### src/rtl/fastmem_pkg.sv
// Shared fast-RAM definitions: arbiter state encoding and default DRAM timing.
package fastmem_pkg;

  // Default refresh timing, in CLKCPU cycles (25 MHz).
  localparam int unsigned RefreshIntervalDef = 390;  // 15.6 us per owed refresh
  localparam int unsigned MaxPendingDef      = 4;
  localparam int unsigned RasCyclesDef       = 3;
  localparam int unsigned PrechargeDef       = 2;

  // Width of the backlog count seen on the PENDING port.
  localparam int unsigned PendingW = 3;

  // DRAM ownership states shared with the fast-RAM cycle controller.
  typedef enum logic [2:0] {
    StIdle   = 3'd0,
    StCpu    = 3'd1,
    StCbrCas = 3'd2,
    StCbrRas = 3'd3,
    StPrech  = 3'd4
  } fm_state_e;

  // Counter width able to hold values 0 .. n-1, never narrower than one bit.
  function automatic int unsigned cnt_width(int unsigned n);
    return (n > 1) ? $clog2(n) : 1;
  endfunction

endpackage

### src/rtl/refresh_timer.sv
// Refresh interval timer: issues a tick every REFRESH_INTERVAL clocks and keeps a
// saturating backlog of owed refreshes plus a sticky overflow flag.
module refresh_timer
  import fastmem_pkg::*;
#(
  parameter int unsigned REFRESH_INTERVAL = RefreshIntervalDef,
  parameter int unsigned MAX_PENDING      = MaxPendingDef
) (
  input  logic                CLKCPU,
  input  logic                RESET,
  input  logic                start,    // a CBR sequence begins on this edge
  output logic [PendingW-1:0] pending,
  output logic                urgent,
  output logic                ref_ovf
);

  localparam int unsigned CntW = cnt_width(REFRESH_INTERVAL);
  localparam logic [CntW-1:0]     Reload  = CntW'(REFRESH_INTERVAL - 1);
  localparam logic [PendingW-1:0] MaxPend = PendingW'(MAX_PENDING);

  logic [CntW-1:0]     cnt_q;
  logic [PendingW-1:0] pending_q;
  logic                ovf_q;
  logic                tick;

  // Tick in the cycle the counter sits at zero; it reloads on the same edge.
  always_comb begin
    tick   = (cnt_q == '0);
    urgent = (pending_q == MaxPend);
  end

  // Interval counter, saturating backlog and sticky overflow.
  always_ff @(posedge CLKCPU or negedge RESET) begin
    if (!RESET) begin
      cnt_q     <= Reload;
      pending_q <= '0;
      ovf_q     <= 1'b0;
    end else begin
      cnt_q <= tick ? Reload : cnt_q - 1'b1;
      // Simultaneous tick and start cancel, even at saturation.
      unique case ({tick, start})
        2'b10: if (pending_q != MaxPend) pending_q <= pending_q + 1'b1;
        2'b01: pending_q <= pending_q - 1'b1;
        default: pending_q <= pending_q;
      endcase
      if (tick && (pending_q == MaxPend)) ovf_q <= 1'b1;
    end
  end

  assign pending = pending_q;
  assign ref_ovf = ovf_q;

endmodule

### src/rtl/dram_refresh_arbiter.sv
// Fast-RAM DRAM owner: arbitrates between CPU RAM cycles and CBR refresh, hiding
// refresh in idle or non-RAM bus time and stalling the CPU only when refresh is urgent.
module dram_refresh_arbiter
  import fastmem_pkg::*;
#(
  parameter int unsigned REFRESH_INTERVAL = RefreshIntervalDef,
  parameter int unsigned MAX_PENDING      = MaxPendingDef,
  parameter int unsigned RAS_CYCLES       = RasCyclesDef,
  parameter int unsigned PRECHARGE        = PrechargeDef
) (
  input  logic                CLKCPU,
  input  logic                RESET,
  input  logic                AS20,
  input  logic                RAM_SEL_N,
  output logic                CPU_GNT,
  output logic                REF_ACTIVE,
  output logic [1:0]          REF_RAS_N,
  output logic [3:0]          REF_CAS_N,
  output logic [PendingW-1:0] PENDING,
  output logic                REF_OVF
);

  localparam int unsigned TimW = cnt_width((RAS_CYCLES > PRECHARGE) ? RAS_CYCLES : PRECHARGE);
  localparam logic [TimW-1:0] RasLoad  = TimW'(RAS_CYCLES - 1);
  localparam logic [TimW-1:0] PrchLoad = TimW'(PRECHARGE - 1);

  fm_state_e       state_q;
  logic [TimW-1:0] tim_q;
  logic            urgent;
  logic            ram_req;
  logic            start;

  refresh_timer #(
    .REFRESH_INTERVAL (REFRESH_INTERVAL),
    .MAX_PENDING      (MAX_PENDING)
  ) u_refresh_timer (
    .CLKCPU  (CLKCPU),
    .RESET   (RESET),
    .start   (start),
    .pending (PENDING),
    .urgent  (urgent),
    .ref_ovf (REF_OVF)
  );

  // Refresh start decision from IDLE; refresh beats any simultaneous CPU request.
  always_comb begin
    ram_req = !AS20 && !RAM_SEL_N;
    start   = (state_q == StIdle) && (PENDING != '0) && (AS20 || RAM_SEL_N || urgent);
  end

  // Arbiter FSM with registered grant and strobe outputs.
  always_ff @(posedge CLKCPU or negedge RESET) begin
    if (!RESET) begin
      state_q    <= StIdle;
      tim_q      <= '0;
      CPU_GNT    <= 1'b0;
      REF_ACTIVE <= 1'b0;
      REF_RAS_N  <= 2'b11;
      REF_CAS_N  <= 4'hF;
    end else begin
      unique case (state_q)
        StIdle: begin
          if (start) begin
            state_q    <= StCbrCas;
            REF_ACTIVE <= 1'b1;
            REF_CAS_N  <= 4'h0;
          end else if (ram_req) begin
            state_q <= StCpu;
            CPU_GNT <= 1'b1;
          end
        end
        StCpu: begin
          if (AS20) begin
            state_q <= StPrech;
            CPU_GNT <= 1'b0;
            tim_q   <= PrchLoad;
          end
        end
        StCbrCas: begin
          // CAS has led RAS by one cycle; now drop RAS with CAS still low.
          state_q   <= StCbrRas;
          REF_RAS_N <= 2'b00;
          tim_q     <= RasLoad;
        end
        StCbrRas: begin
          if (tim_q == '0) begin
            state_q   <= StPrech;
            REF_RAS_N <= 2'b11;
            REF_CAS_N <= 4'hF;
            tim_q     <= PrchLoad;
          end else begin
            tim_q <= tim_q - 1'b1;
          end
        end
        StPrech: begin
          // REF_ACTIVE is still high here only when precharge follows a refresh.
          if (tim_q == '0) begin
            state_q    <= StIdle;
            REF_ACTIVE <= 1'b0;
          end else begin
            tim_q <= tim_q - 1'b1;
          end
        end
        default: begin
          state_q    <= StIdle;
          CPU_GNT    <= 1'b0;
          REF_ACTIVE <= 1'b0;
          REF_RAS_N  <= 2'b11;
          REF_CAS_N  <= 4'hF;
        end
      endcase
    end
  end

endmodule

### config.mk
export PLATFORM = sky130hd
export DESIGN_NAME = dram_refresh_arbiter
export DESIGN_NICKNAME = d
export VERILOG_FILES = /design/src/rtl/fastmem_pkg.sv /design/src/rtl/refresh_timer.sv /design/src/rtl/dram_refresh_arbiter.sv
export SDC_FILE = /design/constraint.sdc
export NUM_CORES = 1
export LEC_CHECK = 0
export ABC_AREA = 1
export CAP_MARGIN = 20
export CORE_ASPECT_RATIO = 1.5
export CORE_UTILIZATION = 50
export CTS_BUF_LIST = sky130_fd_sc_hd__clkbuf_8
export DETAILED_ROUTE_END_ITERATION = 8
export GPL_ROUTABILITY_DRIVEN = 0
export PLACE_DENSITY = 0.73
export SYNTH_ARGS = -nofsm -noshare
export SYNTH_HDL_FRONTEND = slang
export SYNTH_SLANG_ARGS = --single-unit
### constraint.sdc
create_clock -name CLKCPU -period 2.6 [get_ports CLKCPU]
set_clock_uncertainty 0.1 [all_clocks]
set_input_delay 0.65 -clock CLKCPU [delete_from_list [all_inputs] [get_ports CLKCPU]]
set_output_delay 0.65 -clock CLKCPU [all_outputs]
set_load 0.005 [all_outputs]
==> results.json, run 1 <==
{
  "netlist.top_cell.by_area": "dfrtp_1",
  "hold_path_class": "flip-flop to flip-flop",
  "ys_types": 29,
  "ir_drop_uv": 589,
  "drt-pass1-iter-count": 6,
  "r2r_end": "u_refresh_timer.pending[2]$_DFFE_PN0P_",
  "post-cts-setup-buffer-count": 0,
  "tightest_slew_ns": 0.282,
  "fin_ws_ns": 0.450,
  "drc": 1,
  "start_kind": "input port",
  "clock_sinks": 22,
  "cts_tree": "built",
  "synthCells": 152,
  "grt_max_degree": 23,
  "cts_resized": 0,
  "hp-start": "u_refresh_timer.cnt_q[0]$_DFF_PN1_",
  "synth_ff_type": "dfrtp_1",
  "initial_utilization": 0.533,
  "end_kind": "flip-flop",
  "finalCriticalPeriod_ns": 2.15,
  "cts_hold_buf": 0,
  "yosysWarnings": 0,
  "final.setup.tns_ns": 0,
  "layout-drive-gt1-share": 0.231,
  "vias_per_cell": 5.20,
  "holdPathEnd": "u_refresh_timer.cnt_q[0]$_DFF_PN1_",
  "leakage_nw": 0.809,
  "routed_wl_um": 2320,
  "dr.first_iter.drc_count": 21,
  "layout.nets": 178,
  "violations": "DRC",
  "num_vias": 1003,
  "areaGrowthSynthToFinish_pct": 16.9,
  "io_pins": 16,
  "core-area_mm2": 0.00245,
  "hpwlAfterDp_um": 1820,
  "r2r-start": "u_refresh_timer.cnt_q[0]$_DFF_PN1_",
  "io_buffers": 15,
  "grt_pass1_wl_um": 4140,
  "final_cell_mix": "nand2_1, inv_1, dfrtp_1, clkdlybuf4s50_1, nand3_1",
  "hold_path_depth": 1,
  "cts_inserted_buffers": 3,
  "drv_slew": 0,
  "p_per_area_mw_per_mm2": 1080,
  "antenna_found_initial": 0,
  "syn_area_per_cell_um2": 8.59,
  "slew_headroom": 0.812,
  "grt_usage": 0.192,
  "fp.dieW_um": 43.7,
  "ant_nets": 0,
  "path_max_fanout": 4,
  "arrival_ns": 2.21,
  "dieArea_mm2": 0.00283,
  "finalHoldViolations": 0,
  "grt_pass1_vias": 1047,
  "rsz0062_at_grt": "false",
  "max-clock-path-buffers": 2,
  "yosysTopAreaCellShare": 0.307,
  "yosysSeqAreaShare": 0.427,
  "min_period_over_period": 0.827,
  "setup_viol": 0,
  "clk_latency_ns": 0.26,
  "synth_seq_cells": 22,
  "fmax_mhz": 465,
  "async_flop_share": 1.00,
  "r2r_slack_ns": 0.47,
  "rr_worst_depth": 11,
  "wl_per_cell_um": 12.0,
  "hold_ws_ns": 0.365,
  "fp-row-count": 22,
  "required_ns": 2.66,
  "final_common_cell": "nand2_1",
  "synth_edf_count": 0,
  "path_clk_slew_ns": 0.08,
  "antennaDiodeCount": 0,
  "drv_cap": 0,
  "h-tree-depth": 1,
  "status": "finished with violations",
  "syn_nets": 160,
  "path_class": "input port to flip-flop",
  "cts_root_buffer": "clkbuf_8",
  "grt_overflow": 0,
  "utilization": 0.623,
  "fp.dieH_um": 64.6,
  "syn_area_mm2": 0.00131,
  "dp_slack_ns": 0.169,
  "ys_top_cells_by_area": "dfrtp_1, dfstp_2, nand2_1"
}
==> layer usage <==
metal  routed length (µm)  vias up  global-route usage
li1                     -      513                   -
met1                  934      472               0.204
met2                 1290       14               0.364
met3                   49        4              0.0279
met4                   40        0              0.0703
met5                    0        -                   0
==> synthesized netlist by cell type (2+ instances only) <==
| master | instances |
|---|---|
| a21oi_1 | 5 |
| a31oi_1 | 2 |
| buf_4 | 4 |
| dfrtp_1 | 16 |
| dfstp_2 | 6 |
| ha_1 | 3 |
| inv_1 | 20 |
| inv_2 | 5 |
| nand2_1 | 32 |
| nand2_2 | 5 |
| nand2_4 | 2 |
| nand3_1 | 11 |
| nand3_4 | 2 |
| nand4_1 | 3 |
| nor2_1 | 9 |
| nor2_2 | 3 |
| nor2_4 | 3 |
| o21ai_0 | 5 |
| o21ai_1 | 4 |
| o21ai_2 | 2 |
| xor2_1 | 2 |
==> sequential cells by signal, summed over array words and instances (netlist names) <==
| name | cells |
|---|---|
| u_refresh_timer.ref_ovf | 1 |
| REF_ACTIVE | 1 |
| tim_q | 2 |
| u_refresh_timer.pending | 3 |
| state_q | 3 |
| CPU_GNT | 1 |
| u_refresh_timer.cnt_q | 9 |
| REF_CAS_N | 1 |
| REF_RAS_N | 1 |
==> report_power, final <==
group	leakage (nW)	switching [W]	internal, W
clock network	0.0288	0.000110	0.000135
logic	0.522	0.000482	0.000381
registers	0.258	0.0000910	0.000451
==> through the flow <==
| step | std cells | cell area [µm²] | power, W |
|---|---|---|---|
| floorplan | 152 | 1310 | 0.00116 |
| global placement | 189 | 1470 | 0.00140 |
| detailed placement | 189 | 1470 | 0.00143 |
| CTS | 193 | 1530 | 0.00168 |
| global route | 193 | 1530 | 0.00181 |
| finish | 193 | 1530 | 0.00165 |
==> cell type report <==
class                           count  area, µm²
Clock buffer                        4       55.1
Fill cell                         218        923
Inverter                           26       98.8
Multi-Input combinational cell    100        619
Sequential cell                    22        558
Tap cell                           24       30.0
Timing Repair Buffer               17        165
==> worst max path at each step <==
stage                                       startpoint                                      to  slack (ns)  cells after the start
global route                                      AS20  u_refresh_timer.pending[2]$_DFFE_PN0P_        0.38                     11
global placement                                  AS20  u_refresh_timer.pending[2]$_DFFE_PN0P_        0.23                     11
floorplan           u_refresh_timer.cnt_q[0]$_DFF_PN1_  u_refresh_timer.pending[2]$_DFFE_PN0P_        0.62                     11
finish                                            AS20  u_refresh_timer.pending[2]$_DFFE_PN0P_        0.45                     11
detailed placement                                AS20  u_refresh_timer.pending[2]$_DFFE_PN0P_        0.17                     11
CTS                                               AS20  u_refresh_timer.pending[2]$_DFFE_PN0P_        0.45                     11
==> worst max-delay path: stages <==
cell and delay (ns):
clkdlybuf4s50_1 0.49, nor2_1 0.06, nand2_1 0.10, nand3_4 0.08, clkinv_2 0.08, nand2_4 0.06, fa_1 0.40, inv_1 0.09
nand4_1 0.09, nand3_1 0.07, nand2_1 0.05
==> cells by family (layout without fill, tap and decap cells) <==
kind of cell | after synthesis | in the layout | share of synthesized area
buffers and inverters | 30 | 47 | 0.0987
flip-flops | 22 | 22 | 0.427
adder cells (fa/ha/maj) | 4 | 4 | 0.0441
XOR/XNOR | 2 | 2 | 0.0134
AND/OR/NAND/NOR | 74 | 74 | 0.329
AO/OA/AOI/OAI | 20 | 20 | 0.0881
Note: power is estimated with default switching activity, not from simulation.
==> run 2: changes to the inputs <==
==> constraint.sdc (replaced) <==
create_clock -name CLKCPU -period 2.1 [get_ports CLKCPU]
set_clock_uncertainty 0.1 [all_clocks]
set_input_delay 0.525 -clock CLKCPU [delete_from_list [all_inputs] [get_ports CLKCPU]]
set_output_delay 0.525 -clock CLKCPU [all_outputs]
set_load 0.005 [all_outputs]
==> run 2 against run 1 <==
The flow still finishes with violations (DRC). Final area is 3.2% higher. Hold slack worse by 0.0076 ns. Die area stayed put. First-iteration DRC count is 14% higher. Count of clock-buffer cells in the layout is 1 lower. Critical path depth is 1 lower. Register-to-register slack worse by 0.36 ns.
==> results.json, run 2 (synthesized netlist as in run 1, its figures left out) <==
{
  "grt_pass1_vias": 1071,
  "ir_drop_uv": 928,
  "areaGrowthSynthToFinish_pct": 20.6,
  "drv_cap": 0,
  "status": "finished with violations",
  "wl_per_cell_um": 11.6,
  "fp.dieH_um": 64.6,
  "leakage_nw": 0.834,
  "io_buffers": 15,
  "path_clk_slew_ns": 0.08,
  "min_period_over_period": 0.948,
  "setup_viol": 0,
  "final_area_mm2": 0.00158,
  "p_per_area_mw_per_mm2": 1370,
  "tightest_slew_ns": 0.276,
  "start_kind": "flip-flop",
  "grt_pass1_wl_um": 4290,
  "place_area_mm2": 0.00150,
  "drc": 1,
  "grt_max_degree": 23,
  "max-clock-path-buffers": 2,
  "finalHoldViolations": 0,
  "slowest_stage": "dfstp_2",
  "finalCriticalPeriod_ns": 1.99,
  "clock_sinks": 22,
  "fmax_mhz": 502,
  "io_pins": 16,
  "initial_utilization": 0.533,
  "num_vias": 1020,
  "fp-row-count": 22,
  "largest_register_ffs": 9,
  "arrival_ns": 2.04,
  "final_common_cell": "nand2_1",
  "placedCellCount": 193,
  "slew_headroom": 0.816,
  "hold_path_class": "flip-flop to flip-flop",
  "grt_usage": 0.200,
  "dieArea_mm2": 0.00283,
  "cts_tree": "built",
  "antenna_found_initial": 0,
  "routed_wl_um": 2280,
  "dr.first_iter.drc_count": 24,
  "regMostFlops": "u_refresh_timer.cnt_q",
  "grt_overflow": 0,
  "cts_root_buffer": "clkbuf_8",
  "cts_hold_buf": 0,
  "crit_path_max_incr_delay_ns": 0.53,
  "layout.nets": 182,
  "clk_latency_ns": 0.26,
  "end_kind": "flip-flop",
  "crit_family": "adder cells",
  "final_cell_mix": "nand2_1, inv_1, dfrtp_1, clkdlybuf4s50_1, nand3_1",
  "core-area_mm2": 0.00245,
  "antennaDiodeCount": 0,
  "layout-drive-gt1-share": 0.254,
  "vias_per_cell": 5.18,
  "final_cell_count_no_fill": 197,
  "h-tree-depth": 1,
  "drv_slew": 0,
  "critPathBufInv": 2,
  "path_max_fanout": 5,
  "ant_nets": 0,
  "rsz0062_at_grt": "false",
  "fp.dieW_um": 43.7,
  "drt-pass1-iter-count": 6,
  "required_ns": 2.15,
  "hpwlAfterDp_um": 1850,
  "crit_path_cell_trace": "inv_1 -> ha_1 -> nand2_2 -> nor2_4 -> nand3b_4 -> nand2_4 -> fa_2 -> inv_1 -> nand2_1 -> o21ai_2",
  "path_class": "flip-flop to flip-flop",
  "cpMostUsedCell": "inv_1",
  "cts_inserted_buffers": 3,
  "violations": "DRC"
}
## run 2: cell count changes in the layout (fill, tap and decap cells not counted), sizes merged
cell and delta:
clkbuf -1, buf +4, bufinv +1
## run 2: final timing paths
kind                                                     from                                      to  slack [ns]  cells past startpoint
min                        u_refresh_timer.cnt_q[0]$_DFF_PN1_      u_refresh_timer.cnt_q[0]$_DFF_PN1_        0.36                      1
min reg2reg                u_refresh_timer.cnt_q[0]$_DFF_PN1_      u_refresh_timer.cnt_q[0]$_DFF_PN1_        0.36                      1
max                        u_refresh_timer.cnt_q[0]$_DFF_PN1_  u_refresh_timer.pending[1]$_DFFE_PN0P_        0.11                     10
min in group asynchronous                               RESET                     CPU_GNT$_DFFE_PN0P_        0.50                      2
max reg2reg                u_refresh_timer.cnt_q[0]$_DFF_PN1_  u_refresh_timer.pending[1]$_DFFE_PN0P_        0.11                     10
max in group asynchronous                               RESET      u_refresh_timer.cnt_q[2]$_DFF_PN1_        1.12                      2
## run 2: area by class of cell
type                       instances  area [µm²]
inverter                          26        98.8
clock inverter                     1        30.0
tap                               24        30.0
sequential                        22         558
fill                             195         875
timing repair buffer              21         195
multi-input combinational        100         622
clock buffer                       3        41.3
## run 2: metrics by stage
stage,utilization,total power (W),hold WS [ns],setup TNS (ns),worst slack [ns]
after floorplan,-,0.00143,0.129,0,0.116
after global placement,0.613,0.00174,0.338,-0.206,-0.124
after detailed placement,0.613,0.00178,0.343,-0.290,-0.188
after CTS,0.642,0.00217,0.363,0,0.0530
after global routing,0.643,0.00236,0.387,0,0.0202
final,0.643,0.00215,0.357,0,0.109
## run 2: routing by layer
layer  track usage  part of all wire  up-vias
met5             0                 0        -
met4        0.0703            0.0092        0
met3        0.0279             0.018        2
met2         0.377              0.56        8
met1         0.216              0.41      491
li1              -                 -      519
## run 2: timing repair
action,4_1_cts,5_1_grt
resized for setup,0,1
endpoints found under the hold margin,0,0
setup buffers,0,0
endpoints found under the setup margin,0,1
## run 2: power breakdown
| group | internal (W) | switching, W |
|---|---|---|
| registers | 0.000558 | 0.000119 |
| clock network | 0.000254 | 0.000135 |
| logic | 0.000489 | 0.000599 |
